===== src/rtl/toplama_seri.sv =====
// toplama_seri: bit-serial adder, LSB first, one full-adder cell plus a
// carry flip-flop. Produces a 64-bit result word (sum shifted left by FRAC)
// together with the hazir/gecerli/tasma flags. Supports unsigned and
// two's-complement operands.
module toplama_seri #(
  parameter int WIDTH = 32,
  parameter int FRAC  = 16
) (
  input  logic             clk,
  input  logic             rst_n,
  input  logic             basla,
  input  logic             isaretli,
  input  logic [WIDTH-1:0] sayi1,
  input  logic [WIDTH-1:0] sayi2,
  output logic [63:0]      sonuc,
  output logic             hazir,
  output logic             gecerli,
  output logic             tasma
);

  // One extra counter bit, so the count can never wrap within one operation.
  localparam int CW = $clog2(WIDTH) + 1;

  typedef enum logic [1:0] {
    BOSTA = 2'd0,
    HESAP = 2'd1,
    BITTI = 2'd2
  } state_t;

  state_t           state_q, state_d;
  logic [WIDTH-1:0] a_q, a_d;
  logic [WIDTH-1:0] b_q, b_d;
  logic             sgn_q, sgn_d;
  logic [WIDTH-1:0] sum_q, sum_d;
  logic             c_q, c_d;
  logic             cmsb_q, cmsb_d;
  logic [CW-1:0]    cnt_q, cnt_d;
  logic [63:0]      sonuc_q, sonuc_d;
  logic             tasma_q, tasma_d;
  logic             gecerli_q, gecerli_d;

  logic [CW-2:0]    idx;
  logic             fa_a, fa_b, fa_s, fa_c;
  logic             top_bit;
  logic             fill_bit;
  logic [63:0]      ext;

  // The full-adder cell acts on bit k of each operand and the running carry.
  assign idx  = cnt_q[CW-2:0];
  assign fa_a = a_q[idx];
  assign fa_b = b_q[idx];
  assign fa_s = fa_a ^ fa_b ^ c_q;
  assign fa_c = (fa_a & fa_b) | (fa_a & c_q) | (fa_b & c_q);

  // Bit WIDTH of the (WIDTH+1)-bit result. Unsigned: the carry-out.
  // Signed: the true sign, recomputed from the operand MSBs and the carry-out.
  assign top_bit  = sgn_q ? (a_q[WIDTH-1] ^ b_q[WIDTH-1] ^ c_q) : c_q;
  assign fill_bit = sgn_q & top_bit;

  genvar gi;
  generate
    for (gi = 0; gi < 64; gi++) begin : g_ext
      if (gi < WIDTH) begin : g_sum
        assign ext[gi] = sum_q[gi];
      end else if (gi == WIDTH) begin : g_top
        assign ext[gi] = top_bit;
      end else begin : g_fill
        assign ext[gi] = fill_bit;
      end
    end
  endgenerate

  // Next-state and datapath logic for the BOSTA -> HESAP -> BITTI sequence.
  always_comb begin
    state_d   = state_q;
    a_d       = a_q;
    b_d       = b_q;
    sgn_d     = sgn_q;
    sum_d     = sum_q;
    c_d       = c_q;
    cmsb_d    = cmsb_q;
    cnt_d     = cnt_q;
    sonuc_d   = sonuc_q;
    tasma_d   = tasma_q;
    gecerli_d = gecerli_q;
    case (state_q)
      BOSTA: begin
        if (basla) begin
          a_d       = sayi1;
          b_d       = sayi2;
          sgn_d     = isaretli;
          sum_d     = '0;
          c_d       = 1'b0;
          cnt_d     = '0;
          gecerli_d = 1'b0;
          state_d   = HESAP;
        end
      end
      HESAP: begin
        sum_d[idx] = fa_s;
        c_d        = fa_c;
        cnt_d      = cnt_q + CW'(1);
        if (cnt_q == CW'(WIDTH - 1)) begin
          // The carry entering the MSB is needed for signed overflow.
          cmsb_d  = c_q;
          state_d = BITTI;
        end
      end
      BITTI: begin
        sonuc_d   = ext << FRAC;
        tasma_d   = sgn_q ? (c_q ^ cmsb_q) : c_q;
        gecerli_d = 1'b1;
        state_d   = BOSTA;
      end
      default: state_d = BOSTA;
    endcase
  end

  // State and datapath registers; reset aborts any operation in flight.
  always_ff @(posedge clk or negedge rst_n) begin
    if (!rst_n) begin
      state_q   <= BOSTA;
      a_q       <= '0;
      b_q       <= '0;
      sgn_q     <= 1'b0;
      sum_q     <= '0;
      c_q       <= 1'b0;
      cmsb_q    <= 1'b0;
      cnt_q     <= '0;
      sonuc_q   <= '0;
      tasma_q   <= 1'b0;
      gecerli_q <= 1'b0;
    end else begin
      state_q   <= state_d;
      a_q       <= a_d;
      b_q       <= b_d;
      sgn_q     <= sgn_d;
      sum_q     <= sum_d;
      c_q       <= c_d;
      cmsb_q    <= cmsb_d;
      cnt_q     <= cnt_d;
      sonuc_q   <= sonuc_d;
      tasma_q   <= tasma_d;
      gecerli_q <= gecerli_d;
    end
  end

  assign hazir   = (state_q == BOSTA);
  assign gecerli = gecerli_q;
  assign tasma   = tasma_q;
  assign sonuc   = sonuc_q;

endmodule


===== config.mk =====
export PLATFORM = sky130hd
export DESIGN_NAME = toplama_seri
export DESIGN_NICKNAME = d
export VERILOG_FILES = /design/src/rtl/toplama_seri.sv
export SDC_FILE = /design/constraint.sdc
export NUM_CORES = 1
export LEC_CHECK = 0
export ABC_AREA = 0
export CORE_MARGIN = 10
export CORE_UTILIZATION = 55
export DETAILED_ROUTE_END_ITERATION = 8
export HOLD_SLACK_MARGIN = 0.03
export PLACE_DENSITY = 0.91
export SLEW_MARGIN = 20
export SYNTH_ARGS = -nofsm -noshare
export SYNTH_HDL_FRONTEND = slang
export SYNTH_SLANG_ARGS = --single-unit

===== constraint.sdc =====
create_clock -name clk -period 7.1 [get_ports clk]
set_input_delay 1.775 -clock clk [delete_from_list [all_inputs] [get_ports clk]]
set_output_delay 1.775 -clock clk [all_outputs]
set_load 0.01 [all_outputs]

# Word level (Yosys, flattened, before mapping)
# Cells that the tools add are included.
[totals]
out_inout_bits = 67
word_cells = 58
input_bits = 68
regBits = 143
[classes]
addsub = 1
mux = 19
bitwise = 11
reduce_logical = 9
eq_ne = 5
order_cmp = 2
[ops]
columns = ["cell", "n"]
rows = [
  ["case mux 32 bit (2 select lines)", 1],
  ["bitwise mux 32 bit", 1],
  ["two-way mux 32 bit", 1],
  ["case mux 6 bit (2 select lines)", 1],
  ["binary-select mux 1 bit (select 5 bit)", 2],
  ["AND reduction 2 bit", 5],
  ["adder 6 x 1 -> 6 bit (second input constant)", 1],
  ["== test 6 x 5 -> 1 bit (second input constant)", 1],
  ["< comparator 5 x 6 -> 1 bit (second input constant)", 1],
  ["two-way mux 1 bit", 6],
  ["two-way mux 6 bit", 1],
  ["demux 1 bit (select 5 bit)", 1],
  ["greater-or-equal comparator 5 x 1 -> 1 bit (second input constant)", 1],
  ["XOR 1 bit", 5],
  ["bitwise AND 1 bit", 4],
  ["two-way mux 2 bit", 2],
  ["!= test 2 bit (second input constant)", 2],
  ["case mux 1 bit (2 select lines)", 2],
  ["case mux 2 bit (2 select lines)", 1],
  ["nonzero test 2 bit", 2],
  ["== test 2 x 1 -> 1 bit (second input constant)", 1],
  ["== test 2 bit (second input constant)", 1],
  ["zero test 2 bit", 1],
  ["OR 1 bit", 2],
  ["logical AND 1 bit", 1],
]

# Depth between registers and ports, before layout
[logic_depth]
word_depth = 6
mapped_depth = 11
depth_no_buf = 7

# Worst setup path after synthesis
# OpenSTA, ideal clock, no wires.
[synth_timing]
path_type = "input -> register"
start = "input basla"
end = "register a_q[0]"
arrival_ns = 2.444
setup_time_ns = 0.125
stages = 3
required_ns = 6.975
path_slack_ns = 4.531
path_cell_list = "nand2_1 > buf_2 > mux2_2"
[synth_via]
elab_chain_cells = 1
[synth_lines]
columns = ["element", "line_no", "text"]
rows = [
  ["start: declaration", "11", "input logic basla,"],
  ["AND reduction 2 bit (no source line)", "--", ""],
  ["end signal: assignment", "123", "a_q <= '0;"],
  ["end signal: assignment", "135", "a_q <= a_d;"],
  ["end: declaration", "31", "logic [WIDTH-1:0] a_q, a_d;"],
]
# Every way passes these cells.
# A chain may end at the register's enable or synchronous reset.

# Final worst setup path
[layout_timing]
start = "register state_q[1]"
end = "output hazir"
[layout_via]
elab_chain_cells = 1
[layout_lines]
columns = ["element", "line_no", "text"]
rows = [
  ["start: declaration", "30", "state_t state_q, state_d;"],
  ["start signal: assignment", "134", "state_q <= state_d;"],
  ["zero test 2 bit", "148", "assign hazir = (state_q == BOSTA);"],
  ["end: declaration", "16", "output logic hazir,"],
]
# Every way passes these cells.

==> reports/results.ini <==
[clocking]
cts_buffers=17
cts-root-buf=clkbuf_16
ctsHoldBuffers=0
clock-sinks=143
tritoncts=yes
clock_latency_ns=0.42
path_clk_slew_ns=0.06
clock_tree.buffer_depth=2
cts_setup_buffers=0
cts-resized-gates=0
htree_levels=4

[synthesis]
yosys_warnings=0
synth_enable_flop_cells=0
yosysSeqAreaShare_pct=54.5
synth.area.top_cells=dfrtp_1, mux2_2, mux4_1
ys_seq_elements=143
ys_types=42
synth_area_um2=6560
yosys.area.top_type=dfrtp_1
synthCells=514
synth_top_cell_area_share_pct=54.5
synthFlopType=dfrtp_1
avgSynthCellArea_um2=12.8
synthArstFlopShare_pct=100

[global_routing]
grtUsageTotal_pct=18.7
antenna_found_initial=0
overflow=0
grt_max_degree=107
grt_pass1_wl_mm=24.6
grt_pass1_vias=4778

[sta]
setup_tns_ns=0
fmax_mhz=277
finClkSkew_ns=0.00781
max_slew_margin_pct=27.3
worst_hold_slack_ns=0.481
post-route-period-util_pct=50.8
worstMarginPinSlew_ns=1.09
finalCriticalPeriod_ns=3.61
final_hold_viol_count=0
rsz0062_at_grt=no
slew_violations=0
setup_viol=0

[route]
avgViaCountPerCell=5.72
drt_iter0_markers=428
drc=0
firstDrtPassIters=5
via_count=4343
routed_wl_mm=15.3
wire_per_inst_um=20.1
antenna_left=0

[worst_setup_path]
arrival_ns=1.83
rr_startpoint=cnt_q[0]
crit_chain=nor2_1 > clkdlybuf4s50_1
cp_slowest_cell=clkdlybuf4s50_1
cp_top_family=buffers and inverters
worstRegToRegCells=7
reg2reg_slack_ns=3.66
path_class=reg -> out
slowest_delay_ns=0.63
crit_path_start_kind=register
r2r-end=sum_q[30]
worstPathMaxFanout=4
path_depth=2
critPathCaptureType=primary output
worst-path-buf-inv=1
critPathRequiredTime_ns=5.33

[placed_design]
gp_congestion=0.850
portBuffers=118
dp_hpwl_mm=10.6

[finish]
area_growth_pct=24.9
fin_nets=678
drive_gt1_share_pct=22.4
n_antenna_cell=0
final_common_cell=dfrtp_1
final_cell_mix=dfrtp_1, clkdlybuf4s50_1, mux2_2

[hold_path]
hp-start=tasma
hold_depth=2
holdPathEnd=tasma
hp-class=reg -> reg

[floorplanning]
die_x_um=129
die_area_um2=16700
row_count=39
core_um2=11600
pin_count=135
start_util_pct=56.7
die_h_um=129

[run_status]
status=finished clean

[power]
ir_drop_uv=336
power.total_mw=2.89
powerDensity_nw_per_um2=353
leakagePower_nw=3.76

[job]
max_cap_violations=0

cell usage after synthesis, types with 4 or more instances:
| cell | instances |
|---|---|
| mux2_2 | 98 |
| ha_1 | 4 |
| nor2_1 | 7 |
| o211ai_1 | 32 |
| dfrtp_1 | 143 |
| a22oi_1 | 6 |
| mux4_1 | 10 |
| mux2i_1 | 8 |
| and2_1 | 5 |
| nand3_1 | 36 |
| o21ai_0 | 9 |
| buf_4 | 31 |
| nand2_1 | 51 |
| buf_2 | 21 |
| clkbuf_1 | 9 |
worst register-to-register path: cells and delay by family, from the launching register on:
family	cells	cell delay [ns]
AO/OA/AOI/OAI	1	0.19
buffers and inverters	1	0.38
multiplexers	1	0.68
adder cells (fa/ha/maj)	1	1.26
AND/OR/NAND/NOR	3	0.54
flip-flops	1	0.32
layout make-up:
type	count	area, um2
fillers	758	3370
repair buffers	122	1230
multi-input cells	319	2640
flip-flops and latches	143	3580
clock inverters	5	55.1
well taps	143	179
clock buffers	25	505
inverters	2	7.51
logic make-up (layout without fill, tap and decap cells):
group	Yosys count	in the layout	synth area share, %
xor gates and xnor gates	3	3	0.401
buffers and inverters	67	154	6.37
AOI/OAI and AO/OA	56	56	6.01
and+or+nand+nor	121	121	8.83
adders and majority gates	5	5	1.07
muxes	118	118	22.7
other	1	16	0.0572
DFF	143	143	54.5
state kept, by name, indices dropped and copies added, names as in the netlist:
register	count
a_q	32
sonuc	34
sum_q	32
state_q	2
cnt_q	6
b_q	32
gecerli	1
tasma	1
c_q	1
sgn_q	1
cmsb_q	1
routing by layer:
| metal | track usage [%] | up-vias | routed length, um |
|---|---|---|---|
| met3 | 7.18 | 18 | 1160 |
| met1 | 21.1 | 2180 | 5900 |
| met4 | 5.95 | 0 | 158 |
| li1 | - | 1991 | - |
| met2 | 32.0 | 154 | 8040 |
| met5 | 0 | - | 0 |
how the worst max path moves through the flow:
stage                     from       to  slack, ns
floorplan                basla   a_q[0]       4.53
detailed placement       basla  b_q[12]       3.39
CTS                 state_q[1]    hazir       3.57
finish              state_q[1]    hazir       3.49
global route        state_q[1]    hazir       3.40
global placement         basla   b_q[4]       3.46
power by group:
group / internal (mW) / leakage [nW] / switching [mW] / total [mW]
sequential: 0.992 / 1.84 / 0.143 / 1.14
clock: 0.523 / 0.271 / 0.318 / 0.841
combinational: 0.386 / 1.65 / 0.533 / 0.918
metrics by stage:
| stage | setup slack, ns | utilization (%) | cells | cell area (um2) |
|---|---|---|---|---|
| 2_1_floorplan | 4.53 | - | 529 | 6620 |
| 3_3_place_gp | 3.46 | 65.7 | 728 | 7600 |
| 3_5_place_dp | 3.39 | 65.7 | 728 | 7600 |
| 4_1_cts | 3.57 | 70.6 | 758 | 8160 |
| 5_1_grt | 3.40 | 70.9 | 759 | 8200 |
| 6_report | 3.49 | 70.9 | 759 | 8200 |
Note: power is estimated with default switching activity, not from simulation.
